$ cat src/rtl/apb_master_bridge.sv
// APB3 requester: turns valid/ready commands into SETUP/ACCESS transfers. Optional watchdog: APB_MASTER_TIMEOUT_EN.
// Latency: accept to rsp_valid is 4 cycles against a slave that registers pready; one transfer per 4 cycles peak.
// Backpressure: cmd_ready is low whenever a transfer is in flight; rsp_valid cannot be stalled.
module apb_master_bridge #(
    parameter int ADDR_W  = 3,
    parameter int DATA_W  = 32,
    parameter int TIMEOUT = 16
) (
    input  logic              clk,
    input  logic              rst,
    input  logic              cmd_valid,
    output logic              cmd_ready,
    input  logic              cmd_write,
    input  logic [ADDR_W-1:0] cmd_addr,
    input  logic [DATA_W-1:0] cmd_wdata,
    output logic              rsp_valid,
    output logic [DATA_W-1:0] rsp_rdata,
    output logic              rsp_err,
    output logic              psel,
    output logic              penable,
    output logic              pwrite,
    output logic [ADDR_W-1:0] paddr,
    output logic [DATA_W-1:0] pwdata,
    input  logic              pready,
    input  logic              pslverr,
    input  logic [DATA_W-1:0] prdata
);

    typedef enum logic [1:0] {
        IDLE   = 2'd0,
        SETUP  = 2'd1,
        ACCESS = 2'd2
    } state_t;

    state_t              state, state_nxt;
    logic                psel_nxt;
    logic                penable_nxt;
    logic                pwrite_nxt;
    logic [ADDR_W-1:0]   paddr_nxt;
    logic [DATA_W-1:0]   pwdata_nxt;
    logic                rsp_valid_nxt;
    logic [DATA_W-1:0]   rsp_rdata_nxt;
    logic                rsp_err_nxt;

    if (TIMEOUT < 2 || TIMEOUT > 255) begin : g_timeout_range
        $error("apb_master_bridge: TIMEOUT must be within 2..255");
    end

`ifdef APB_MASTER_TIMEOUT_EN
    logic [7:0] wait_cnt, wait_cnt_nxt;

    always_ff @(posedge clk or negedge rst) begin
        if (!rst) begin
            wait_cnt <= 8'd0;
        end else begin
            wait_cnt <= wait_cnt_nxt;
        end
    end
`endif

    assign cmd_ready = (state == IDLE);

    always_ff @(posedge clk or negedge rst) begin
        if (!rst) begin
            state     <= IDLE;
            psel      <= 1'b0;
            penable   <= 1'b0;
            pwrite    <= 1'b0;
            paddr     <= '0;
            pwdata    <= '0;
            rsp_valid <= 1'b0;
            rsp_rdata <= '0;
            rsp_err   <= 1'b0;
        end else begin
            state     <= state_nxt;
            psel      <= psel_nxt;
            penable   <= penable_nxt;
            pwrite    <= pwrite_nxt;
            paddr     <= paddr_nxt;
            pwdata    <= pwdata_nxt;
            rsp_valid <= rsp_valid_nxt;
            rsp_rdata <= rsp_rdata_nxt;
            rsp_err   <= rsp_err_nxt;
        end
    end

    // pready/pslverr only matter in ACCESS, so a stale pready seen during SETUP is ignored.
    always_comb begin
        state_nxt     = state;
        psel_nxt      = psel;
        penable_nxt   = penable;
        pwrite_nxt    = pwrite;
        paddr_nxt     = paddr;
        pwdata_nxt    = pwdata;
        rsp_valid_nxt = 1'b0;
        rsp_rdata_nxt = rsp_rdata;
        rsp_err_nxt   = rsp_err;
`ifdef APB_MASTER_TIMEOUT_EN
        wait_cnt_nxt  = wait_cnt;
`endif
        case (state)
            IDLE: begin
                if (cmd_valid) begin
                    state_nxt   = SETUP;
                    psel_nxt    = 1'b1;
                    penable_nxt = 1'b0;
                    pwrite_nxt  = cmd_write;
                    paddr_nxt   = cmd_addr;
                    pwdata_nxt  = cmd_wdata;
                end
            end
            SETUP: begin
                state_nxt   = ACCESS;
                penable_nxt = 1'b1;
`ifdef APB_MASTER_TIMEOUT_EN
                wait_cnt_nxt = 8'd0;
`endif
            end
            ACCESS: begin
                if (pready) begin
                    state_nxt     = IDLE;
                    psel_nxt      = 1'b0;
                    penable_nxt   = 1'b0;
                    rsp_valid_nxt = 1'b1;
                    rsp_err_nxt   = pslverr;
                    rsp_rdata_nxt = pwrite ? '0 : prdata;
                end
`ifdef APB_MASTER_TIMEOUT_EN
                // This edge would be the TIMEOUT-th stalled ACCESS cycle: give up.
                else if (wait_cnt == 8'(TIMEOUT - 1)) begin
                    state_nxt     = IDLE;
                    psel_nxt      = 1'b0;
                    penable_nxt   = 1'b0;
                    rsp_valid_nxt = 1'b1;
                    rsp_err_nxt   = 1'b1;
                    rsp_rdata_nxt = '0;
                end else begin
                    wait_cnt_nxt = wait_cnt + 8'd1;
                end
`endif
            end
            default: begin
                state_nxt   = IDLE;
                psel_nxt    = 1'b0;
                penable_nxt = 1'b0;
            end
        endcase
    end

endmodule

$ cat config.mk
export PLATFORM = sky130hd
export DESIGN_NAME = apb_master_bridge
export DESIGN_NICKNAME = d
export VERILOG_FILES = /design/src/rtl/apb_master_bridge.sv
export SDC_FILE = /design/constraint.sdc
export NUM_CORES = 1
export LEC_CHECK = 0
export CORE_MARGIN = 5
export CORE_UTILIZATION = 37
export DETAILED_ROUTE_END_ITERATION = 8
export PLACE_DENSITY = 0.79
export SETUP_SLACK_MARGIN = 0.1
export SYNTH_ARGS = -nofsm -noshare
export SYNTH_HDL_FRONTEND = slang
export SYNTH_SLANG_ARGS = --single-unit
$ cat constraint.sdc
create_clock -name clk -period 1.4 [get_ports clk]
set_clock_uncertainty 0.2 [all_clocks]
set_input_delay 0.28 -clock clk [delete_from_list [all_inputs] [get_ports clk]]
set_output_delay 0.28 -clock clk [all_outputs]
set_load 0.02 [all_outputs]
==> summary.md <==
| Metric | Value |
|---|---|
| Fin crit share | `1.11` |
| Post-synthesis cell count | `231` |
| Syn nets | `304` |
| Cts bufs inserted | `9` |
| Fill count | `605` |
| Routed len/inst | `16.1 microns` |
| WP data required | `1.42 ns` |
| Mux share of post-synthesis cell area | `0.174` |
| Root Driver | `clkbuf_8` |
| Antenna-violating nets left | `0` |
| Area contributors post-synth | `dfrtp_1 (61%), mux2_4 (14%), nand2b_1 (6.6%), o21ai_0 (5.6%), nand2_1 (4.2%)` |
| Clk slew on worst S/H paths | `0.08 ns` |
| CP startpoint | `state[0]$_DFFE_PN0P_` |
| Worst slew pin tran | `0.402 ns` |
| H-tree depth | `3` |
| Hold Crit Class | `input port to async pin` |
| Placed cell areas | `4740 sq um` |
| LEAKAGE | `2.60 nW` |
| Final WL | `8.85 mm` |
| CTS tree | `yes` |
| Synthesized area | `3010 sq um` |
| RSZ-0062 raised after global routing | `yes` |
| Cell with the most instances after synthesis | `dfrtp_1` |
| CP endpoint kind | `flip-flop` |
| Synth Area in Compound Gates | `0.0581` |
| Clock Sinks | `73` |
| Initial DRC count | `53` |
| Finished Cell Area | `5480 sq um` |
| Final min period | `1.55 ns` |
| Via count | `2,447` |
| Worst path arrival time | `1.57 ns` |
| GR Util All Layers | `0.172` |
| Power Density | `2370 nW/um^2` |
| Share of layout cells above drive strength 1 | `0.480` |
| Synth top cells by count | `dfrtp_1 (73), nand2_1 (34), o21ai_0 (34)` |
| Sequential-to-total area share from yosys stat | `0.606` |
| Yosys top cell area share | `0.606` |
| Final setup viols | `71` |
| Area leader, netlist | `dfrtp_1` |
| Initial antenna violation count | `0` |
| Final nets | `513` |
| # DRC | `0` |
| Slew headroom | `0.732` |
| Core Region | `8090 sq um` |
| Hpwl dp | `5.80 mm` |
| Area of the multi-input gates | `1140 sq um` |
| Xor/xnor cell area share of the yosys netlist | `0` |
| Achievable Freq | `645 MHz` |
| Smallest setup slack after layout | `-0.150 ns` |
| Met3 Usage GRT | `0.0410` |
| Pre-antenna DRT Iters | `4` |
| Max cap viols | `0` |
| Final hold violations | `0` |
| Largest incremental delay on the critical path | `0.43 ns` |
| Yosys reg bits | `73` |
| Startpoint Class | `flip-flop` |
| Worst r2r src | `state[0]$_DFFE_PN0P_` |
| Synth warnings | `0` |
| Latest clock arrival within the worst-skew pair | `0.33 ns` |
| Avg Cell Area, Syn | `13.0 sq um` |
| Met1 Usage GRT | `0.202` |
| Full die area | `10,000 sq um` |
| Initial Util | `0.372` |
| CP Class | `flip-flop to flip-flop` |
| Peak VDD IR | `0.00147 V` |
| Ys async rst share | `1.00` |
| IO buf count | `145` |
| Post-synth EDFFs | `0` |
| Remaining Overflow, GRT | `0` |
| Largest family of logic cells by synthesized area | `multiplexers` |
| Worst path slowest cell | `dfrtp_1` |
| Final std cells w/o fill | `549` |
| Vias/cell | `4.46` |
| Syn-to-layout area delta | `81.9%` |
| Chip width | `100 microns` |
| Critical Path Sink | `pwdata[28]$_DFFE_PN0P_` |
| Max clock buf depth | `2` |
| Overall die height | `100 microns` |
| RD Place Congestion | `0.764` |
| GR peak layer | `met2` |
| Simple-gate area share of the yosys netlist | `0.118` |
| Ant. Diodes | `0` |
| Critical Path Fanout Max | `5` |
| Reg2Reg Depth | `4` |
| Storage element area | `1830 sq um` |
| FF-to-FF End | `pwdata[28]$_DFFE_PN0P_` |
| Row count | `33` |
| First-pass GRT wire length | `13.5 mm` |
| Violations in the final reports | `negative setup slack` |
| Ys flop type | `dfrtp_1` |
| Status | `finished with violations` |
| Post-Synth Adder-Cell Area | `0` |
| Vias in the first global route | `2,686` |
| Setup slack, reg-to-reg | `-0.15 ns` |
| Met2 Use GR | `0.302` |
| Largest net degree at the start of global routing | `74` |
| Crit path cell chain | `nor2_4 > and2_4 > buf_4 > mux2_4` |
| # IOs | `146` |
| Placed insts | `492` |
| Max Slew Vio Count | `0` |
| Synth unique cells | `16` |
==> registers in the layout, indices dropped and copies added (netlist names) <==
signal / count
pwrite: 1
state: 2
pwdata: 32
psel: 1
rsp_valid: 1
paddr: 3
rsp_err: 1
rsp_rdata: 32
==> report_power, final <==
| part | switching (mW) | leakage [nW] | internal [mW] |
|---|---|---|---|
| registers | 0.767 | 0.899 | 3.10 |
| clock network | 0.737 | 0.102 | 0.907 |
| logic | 3.07 | 1.60 | 4.40 |
==> repair_timing <==
item / CTS / global route
gates resized for setup: 444 / 25
setup buffers: 24 / 15
hold buffers: 1 / 0
endpoints found under the setup margin: 143 / 143
cloned: 0 / 2
pin swaps: 1 / 0
hold endpoints to repair: 73 / 0
==> placed cells by master, fill, tap and decap left out, types with 2 or more instances in the layout <==
master            n
buf_12            6
dfrtp_1          72
buf_4            52
clkinv_2          2
o21ai_1          24
o21ai_0           2
nand2_1          24
clkdlybuf4s50_1  71
nand2b_1         32
clkbuf_8         11
mux2_4           36
o21ai_2           8
buf_6            79
clkbuf_16         2
nand2_2          10
==> critical path, delay by kind of cell (launching register included) <==
family,cells,cell delay [ns]
flip-flops,1,0.43
AND/OR/NAND/NOR,2,0.33
multiplexers,1,0.30
buffers and inverters,1,0.18
==> stage by stage <==
| step | power [mW] | setup TNS [ns] | hold WS, ns | utilization | setup slack (ns) |
|---|---|---|---|---|---|
| after floorplan | 6.91 | -9.66 | -0.216 | - | -0.289 |
| after global placement | 9.73 | -22.81 | 0.119 | 0.585 | -0.391 |
| after detailed placement | 9.89 | -23.84 | 0.129 | 0.585 | -0.408 |
| after CTS | 12.5 | -8.55 | 0.282 | 0.647 | -0.151 |
| final | 13.0 | -8.64 | 0.280 | 0.677 | -0.150 |
| after global routing | 13.7 | -12.12 | 0.301 | 0.677 | -0.201 |
==> worst min path at each step <==
stage	end	cells after the start
floorplan	paddr[0]$_DFFE_PN0P_	0
detailed placement	pwdata[16]$_DFFE_PN0P_	2
global placement	pwdata[17]$_DFFE_PN0P_	2
finish	pwdata[17]$_DFFE_PN0P_	3
global route	rsp_rdata[26]$_DFFE_PN0P_	3
CTS	rsp_rdata[1]$_DFFE_PN0P_	3
==> layer usage <==
layer / share of wire / vias to the layer above / wire length [microns]
met3: 0.062 / 15 / 552
met2: 0.53 / 78 / 4680
met1: 0.39 / 1176 / 3460
li1: - / 1178 / -
met5: 0 / - / 0
met4: 0.017 / 0 / 150
==> area by class of cell <==
class / count / share of cell area
clock buffer: 12 / 0.0283
multi-input combinational: 142 / 0.208
inverter: 2 / 0.00137
tap: 105 / 0.0240
timing repair buffer: 212 / 0.397
sequential: 73 / 0.334
clock inverter: 3 / 0.00731
==> kinds of logic (layout without fill, tap and decap cells) <==
family                 Yosys count  count (layout)
AOI/OAI and AO/OA               35              35
DFF                             73              73
buffers and inverters           16             229
and+or+nand+nor                 70              70
muxes                           37              37
Note: power is estimated with default switching activity, not from simulation.
